===== src/rtl/inst_loader.sv =====
// Program loader: parses a length-prefixed, big-endian byte image from the UART
// receiver and writes the 32-bit instruction words into instruction BRAM.
module inst_loader #(
  parameter int ADDR_W = 15
) (
  input  logic              clk,
  input  logic              rstn,
  input  logic              start,
  input  logic [7:0]        rx_data,
  input  logic              rx_valid,
  input  logic              rx_ferr,
  output logic              we,
  output logic [ADDR_W-1:0] waddr,
  output logic [31:0]       wdata,
  output logic [31:0]       word_count,
  output logic              done,
  output logic              err
);

  localparam logic [32:0] DEPTH = 33'd1 << ADDR_W;

  typedef enum logic [2:0] {
    S_IDLE,
    S_HDR,
    S_DATA,
    S_DONE,
    S_ERR
  } state_t;

  state_t              r_state;
  state_t              w_next;
  logic [1:0]          r_bcnt;
  logic [23:0]         r_shift;
  logic [ADDR_W-1:0]   r_widx;
  logic                r_we;
  logic [ADDR_W-1:0]   r_waddr;
  logic [31:0]         r_wdata;
  logic [31:0]         r_word_count;

  logic                w_active;
  logic                w_take;
  logic                w_abort;
  logic                w_word_end;
  logic                w_final;
  logic [31:0]         w_asm;

  assign w_active   = (r_state == S_HDR) || (r_state == S_DATA);
  assign w_take     = w_active && rx_valid && !rx_ferr;
  assign w_abort    = w_active && rx_valid && rx_ferr;
  assign w_word_end = w_take && (r_bcnt == 2'd3);
  // Earlier bytes shift up, so the first byte of a word lands in the MSB.
  assign w_asm      = {r_shift, rx_data};
  assign w_final    = (r_state == S_DATA) && w_word_end &&
                      ({{(32-ADDR_W){1'b0}}, r_widx} == (r_word_count - 32'd1));

  always_ff @(posedge clk) begin
    if (!rstn) r_state <= S_IDLE;
    else       r_state <= w_next;
  end

  always_comb begin
    w_next = r_state;
    case (r_state)
      S_IDLE: if (start) w_next = S_HDR;
      S_HDR: begin
        if (w_abort) begin
          w_next = S_ERR;
        end else if (w_word_end) begin
          if (w_asm == 32'd0)                   w_next = S_DONE;
          else if ({1'b0, w_asm} > DEPTH)       w_next = S_ERR;
          else                                  w_next = S_DATA;
        end
      end
      S_DATA: begin
        if (w_abort)      w_next = S_ERR;
        else if (w_final) w_next = S_DONE;
      end
      S_DONE:  w_next = S_DONE;
      S_ERR:   w_next = S_ERR;
      default: w_next = S_IDLE;
    endcase
  end

  // Byte assembly and the registered BRAM write port; the write pulse lands
  // the cycle after the word's last byte without stalling the next byte.
  always_ff @(posedge clk) begin
    if (!rstn) begin
      r_bcnt       <= 2'd0;
      r_shift      <= 24'd0;
      r_widx       <= '0;
      r_we         <= 1'b0;
      r_waddr      <= '0;
      r_wdata      <= 32'd0;
      r_word_count <= 32'd0;
    end else begin
      r_we <= 1'b0;
      if (w_take) begin
        r_shift <= w_asm[23:0];
        r_bcnt  <= r_bcnt + 2'd1;
      end
      if ((r_state == S_HDR) && w_word_end) r_word_count <= w_asm;
      if ((r_state == S_DATA) && w_word_end) begin
        r_we    <= 1'b1;
        r_waddr <= r_widx;
        r_wdata <= w_asm;
        r_widx  <= r_widx + 1'b1;
      end
    end
  end

  assign we         = r_we;
  assign waddr      = r_waddr;
  assign wdata      = r_wdata;
  assign word_count = r_word_count;
  assign done       = (r_state == S_DONE);
  assign err        = (r_state == S_ERR);

endmodule


===== config.mk =====
export PLATFORM = sky130hd
export DESIGN_NAME = inst_loader
export DESIGN_NICKNAME = d
export VERILOG_FILES = /design/src/rtl/inst_loader.sv
export SDC_FILE = /design/constraint.sdc
export NUM_CORES = 1
export LEC_CHECK = 0
export BUFFER_PORTS_ARGS = -buffer_cell sky130_fd_sc_hd__buf_2
export CAP_MARGIN = 0
export CORE_MARGIN = 2
export CORE_UTILIZATION = 56
export DETAILED_ROUTE_END_ITERATION = 8
export PLACE_DENSITY = 0.88
export SYNTH_ARGS = -nofsm -noshare
export SYNTH_HDL_FRONTEND = slang
export SYNTH_SLANG_ARGS = --single-unit

===== constraint.sdc =====
create_clock -name clk -period 2.5 [get_ports clk]
set_input_delay 0.5 -clock clk [delete_from_list [all_inputs] [get_ports clk]]
set_output_delay 0.5 -clock clk [all_outputs]
set_load 0.05 [all_outputs]

After elaboration in Yosys (flattened, before gate mapping):

Cells that the tools add are included.
W data, S select, Z words.

* register bits after elaboration: 124
* bits in latches: 0
* bits in writable memories: 0
* memory bits (read-only): 0
* output and inout bits: 82
* word-level logic and storage cells: 42
* memories kept: 0

* add/subtract/negate cells: 3
* $mul: 0
* div/mod/pow operators: 0
* magnitude comparators: 1
* equality and inequality tests: 9
* shift-type cells: 0
* muxes and demuxes: 9
* bitwise gates (word level): 0
* reduce and logical (&&, ||, !) cells: 12

Operators by type and width (count)
* $eq A15 B32 Y1: 1
* $gt A32 B16 Y1 const B: 1
* $logic_not A32 Y1: 1
* $sub A32 B1 Y32 const B: 1
* $mux W3: 7
* $add A15 B1 Y15 const B: 1
* $pmux W3 S5: 1
* $logic_and A1 B1 Y1: 7
* $eq A3 B2 Y1 const B: 2
* $ne A3 B3 Y1 const B: 2
* $eq A3 B1 Y1 const B: 1
* $eq A3 B3 Y1 const B: 1
* $logic_not A3 Y1: 1
* $reduce_and A3 Y1: 1
* $add A2 B1 Y2 const B: 1
* $eq A2 B2 Y1 const B: 1
* $ne A2 B2 Y1 const B: 1
* $logic_not A1 Y1: 1
* $logic_or A1 B1 Y1: 1
* $mux W1: 1

Depth between registers and ports, before layout:

* depth after elaboration: 10
* mapped depth: 10
* gate-level depth less buffers: 9

Worst setup path before layout:

Ideal clock, no wire load.

* path kind: register to register
* start: register r_word_count[0], in the netlist word_count[0]
* end: register r_state[0]
* data arrival time: 2.497 ns
* setup slack: -0.054 ns
* cell stages (with the launch flop): 11
* clock period less this slack: 2.554 ns
* cell sequence: dfxtp_1 > buf_6 > inv_1 > ha_1 > or3b_1 > or4_1 > xnor2_1 > nor3_1 > nand4_1 > nor4_1 > a21o_1

* word-level cells in the longest chain between the ends: 5

Ends and longest elaborated chain
* start: declaration: line 38 `logic [31:0] r_word_count;`
* start signal: assignment: line 101 `if ((r_state == S_HDR) && w_word_end) r_word_count <= w_asm;`
* $sub A32 B1 Y32: line 54 `({{(32-ADDR_W){1'b0}}, r_widx} == (r_word_count - 32'd1));`
* $eq A15 B32 Y1: line 54
* $logic_and A1 B1 Y1: line 53 `assign w_final = (r_state == S_DATA) && w_word_end &&`
* $ne A3 B3 Y1 (no line)
* $reduce_and A3 Y1 (no line)
* end signal: assignment: line 58 `else r_state <= w_next;`
* end: declaration: line 30 `state_t r_state;`

No other way between the ends.
A chain may end at the register's enable or synchronous reset.

Worst setup path in the final report:

* start: register r_word_count[19], in the netlist word_count[19]
* end: register r_state[0]

Same word-level chain as after synthesis.

==> impl_results.md <==
* Worst slew margin relative to its limit at 59.8%
* Clock sink count at 124
* Largest net degree at the start of global routing at 100
* CP top delay family: simple AND/OR/NAND/NOR gates
* Buffer depth of the longest clock path at 2
* First-pass GRT wire length at 24.6 mm
* Tot GR Track Use at 28.1%
* Slowest Stage Delay on Critical Path at 0.60 ns
* RSZ-0062 raised after global routing: false
* Clock slew at reported path FFs at 0.07 ns
* Starting DRC count in detailed routing at 321
* Number of synthesized flops with an enable pin at 0
* Switch Pwr at 1.08 mW
* Outcome: complete, no violations
* Final Wtd Congestion at 0.922
* # DRC at 0
* Mapped cell area at 5690 µm²
* Worst-Margin Slew at 0.598 ns
* CTS buffer count at 17
* CTS Hold Bufs at 0
* Die Ht at 105 µm
* Layout Nets at 774
* Pleak at 2.79 nW
* Worst slack, placed at 0.113 ns
* Most frequent cells in the layout: 170 x nand2_1, 122 x dfxtp_1, 94 x buf_2
* Antenna Cells at 0
* Tcrit/Tclk final at 95.7%
* Setup WS post-layout at 0.106 ns
* Average cell area after synthesis at 8.59 µm²
* Asr flop ratio synth at 0%
* WP data required at 2.97 ns
* Share of cells above drive strength 1 at 22.2%
* I/O Buffers at 94
* Min-delay src: rx_data[5]
* Initial antenna violation count at 0
* H-tree depth at 4
* Ys flop type: dfxtp_1
* #FFs+latches synth at 124
* Final Slew Violations at 0
* Syn-to-layout area delta at 21.9%
* Vias at 5,153
* Pwr/cell area at 645 nW/µm²
* I/O Pins at 95
* Worst vdd ir at 0.525 mV
* Hold Fails Final Rpt at 0
* Startpoint types: flip-flop
* Fmax at 418 MHz
* Synth warnings at 0
* Die area at 11,000 µm²
* Sequential-to-total area share from yosys stat at 43.6%
* CP Cell Sequence: or4_4 -> or4_4 -> nor3_4 -> o21ai_1 -> a22o_1 -> nor4_2 -> a21o_1
* Setup CP Type: flip-flop to flip-flop
* Initial DRT Pass Iterations at 4
* Post-synth cell types at 57
* WL per Instance at 16.6 µm
* Post-Synthesis Cells at 663
* WP buf/inv at 0
* Power Internal at 3.40 mW
* GR Overflow Total at 0
* Count of final setup violators at 0
* Vias in the first global route at 5,031
* Site row count at 36
* Mapped Nets at 679
* Fillers at 761
* Die X at 105 µm
* Gate power share at 3.0%
* CP startpoint: word_count[19]
* Most common cell after layout, fill and taps aside: nand2_1
* Routed Antenna Nets at 0
* Worst-Skew Late Latency at 0.53 ns
* DP Wirelength at 10.5 mm
* Slowest CP cell: or4_4
* Min-Delay Path Class: input pin to flip-flop
* Most used cell along the critical path: or4_4
* Core footprint at 9820 µm²
* CP arrival at 2.87 ns
* Reg2reg start: word_count[19]
* Max Cap Viol at 0
* CTS tree: built
* Nature of the critical path endpoint: flip-flop
* Vias per inst at 5.70
* Routed WL at 15.0 mm
* Clock power share at 52.3%
* Initial core utilization at 58.0%
* Reg power frac at 44.7%
* Layout Skew at 0.00835 ns
* CP max FO at 4
* Min Tclk post-route at 2.39 ns
* Clock root cell: clkbuf_8
* Total negative setup slack at 0 ns
* Net Sw Frac at 24.1%
## power by group through the flow
stage	Sequential, mW	Clock [mW]	Combinational (mW)
floorplan	2.04	0	0.0974
global placement	2.04	0	0.129
detailed placement	2.04	0	0.133
CTS	2.00	2.36	0.134
global route	2.00	2.46	0.146
finish	2.00	2.34	0.135
## final cells by class
type | count | area [µm²] | share of cell area, %
well taps | 133 | 166 | 2.40
repair buffers | 116 | 648 | 9.34
clock inverters | 15 | 155 | 2.24
flip-flops and latches | 124 | 2480 | 35.8
clock buffers | 17 | 414 | 5.97
inverters | 8 | 30.0 | 0.433
multi-input cells | 491 | 3040 | 43.8
## state kept, by name (all words and copies together), names as in the netlist
signal,flops
we,1
r_shift,24
word_count,32
r_state,3
waddr,15
r_widx,15
r_bcnt,2
wdata,32
## metal layers
metal  track usage [%]  wire length [µm]  vias up
li1                  -                 -     2468
met1              33.9              6270     2463
met2              47.4              7380      186
met3              7.05              1010       36
met4              11.9               336        0
met5                 0                 0        -
## worst paths after layout
path,endpoint,cells past startpoint,slack (ns)
setup / recovery,r_state[0],7,0.11
hold / removal,wdata[5],3,0.25
setup reg to reg,r_state[0],7,0.11
hold reg to reg,waddr[10],2,0.45
## cells by family (layout without fill, tap and decap cells)
kind of cell / after synthesis / count (layout) / synth area share (%)
flip-flops: 124 / 124 / 43.6
XOR/XNOR: 32 / 32 / 4.92
buffers and inverters: 48 / 156 / 3.49
adder cells (fa/ha/maj): 3 / 3 / 0.659
AO/OA/AOI/OAI: 128 / 128 / 16.2
AND/OR/NAND/NOR: 302 / 302 / 26.5
multiplexers: 26 / 26 / 4.57
## per-stage QoR
step / std cells / instance area, µm² / util (%) / total power [mW] / hold slack, ns
floorplan: 663 / 5700 / - / 2.14 / 0.456
global placement: 872 / 6350 / 64.6 / 2.17 / 0.438
detailed placement: 872 / 6350 / 64.6 / 2.18 / 0.442
CTS: 904 / 6920 / 70.4 / 4.50 / 0.234
global route: 904 / 6940 / 70.7 / 4.60 / 0.249
finish: 904 / 6940 / 70.7 / 4.48 / 0.248
## repair_timing
action,in CTS,in global routing
endpoints found under the setup margin,0,1
resized for setup,0,6
setup buffers,0,0
## synthesized netlist by cell type, types with 6 or more instances
| library cell | number | area (µm²) |
|---|---|---|
| a21boi_1 | 84 | 631 |
| a21oi_1 | 8 | 40.0 |
| and2_1 | 14 | 87.6 |
| buf_2 | 6 | 30.0 |
| clkbuf_1 | 32 | 120 |
| dfxtp_1 | 124 | 2480 |
| inv_1 | 6 | 22.5 |
| mux2i_1 | 26 | 260 |
| nand2_1 | 170 | 638 |
| nand3_1 | 6 | 30.0 |
| nand4_1 | 7 | 43.8 |
| nor2_1 | 9 | 33.8 |
| nor2b_1 | 29 | 181 |
| nor3_1 | 11 | 55.1 |
| nor4_1 | 15 | 93.8 |
| o21ai_0 | 6 | 30.0 |
| o21ai_1 | 8 | 40.0 |
| or3_1 | 9 | 56.3 |
| xnor2_1 | 20 | 175 |
| xor2_1 | 12 | 105 |
## worst reg2reg max path, stage by stage, from the launching register on
cell     delay (ns)
dfxtp_1        0.33
or4_4          0.60
or4_4          0.54
nor3_4         0.18
o21ai_1        0.09
a22o_1         0.25
nor4_2         0.21
a21o_1         0.14
Power figures use the tool's default switching activity.
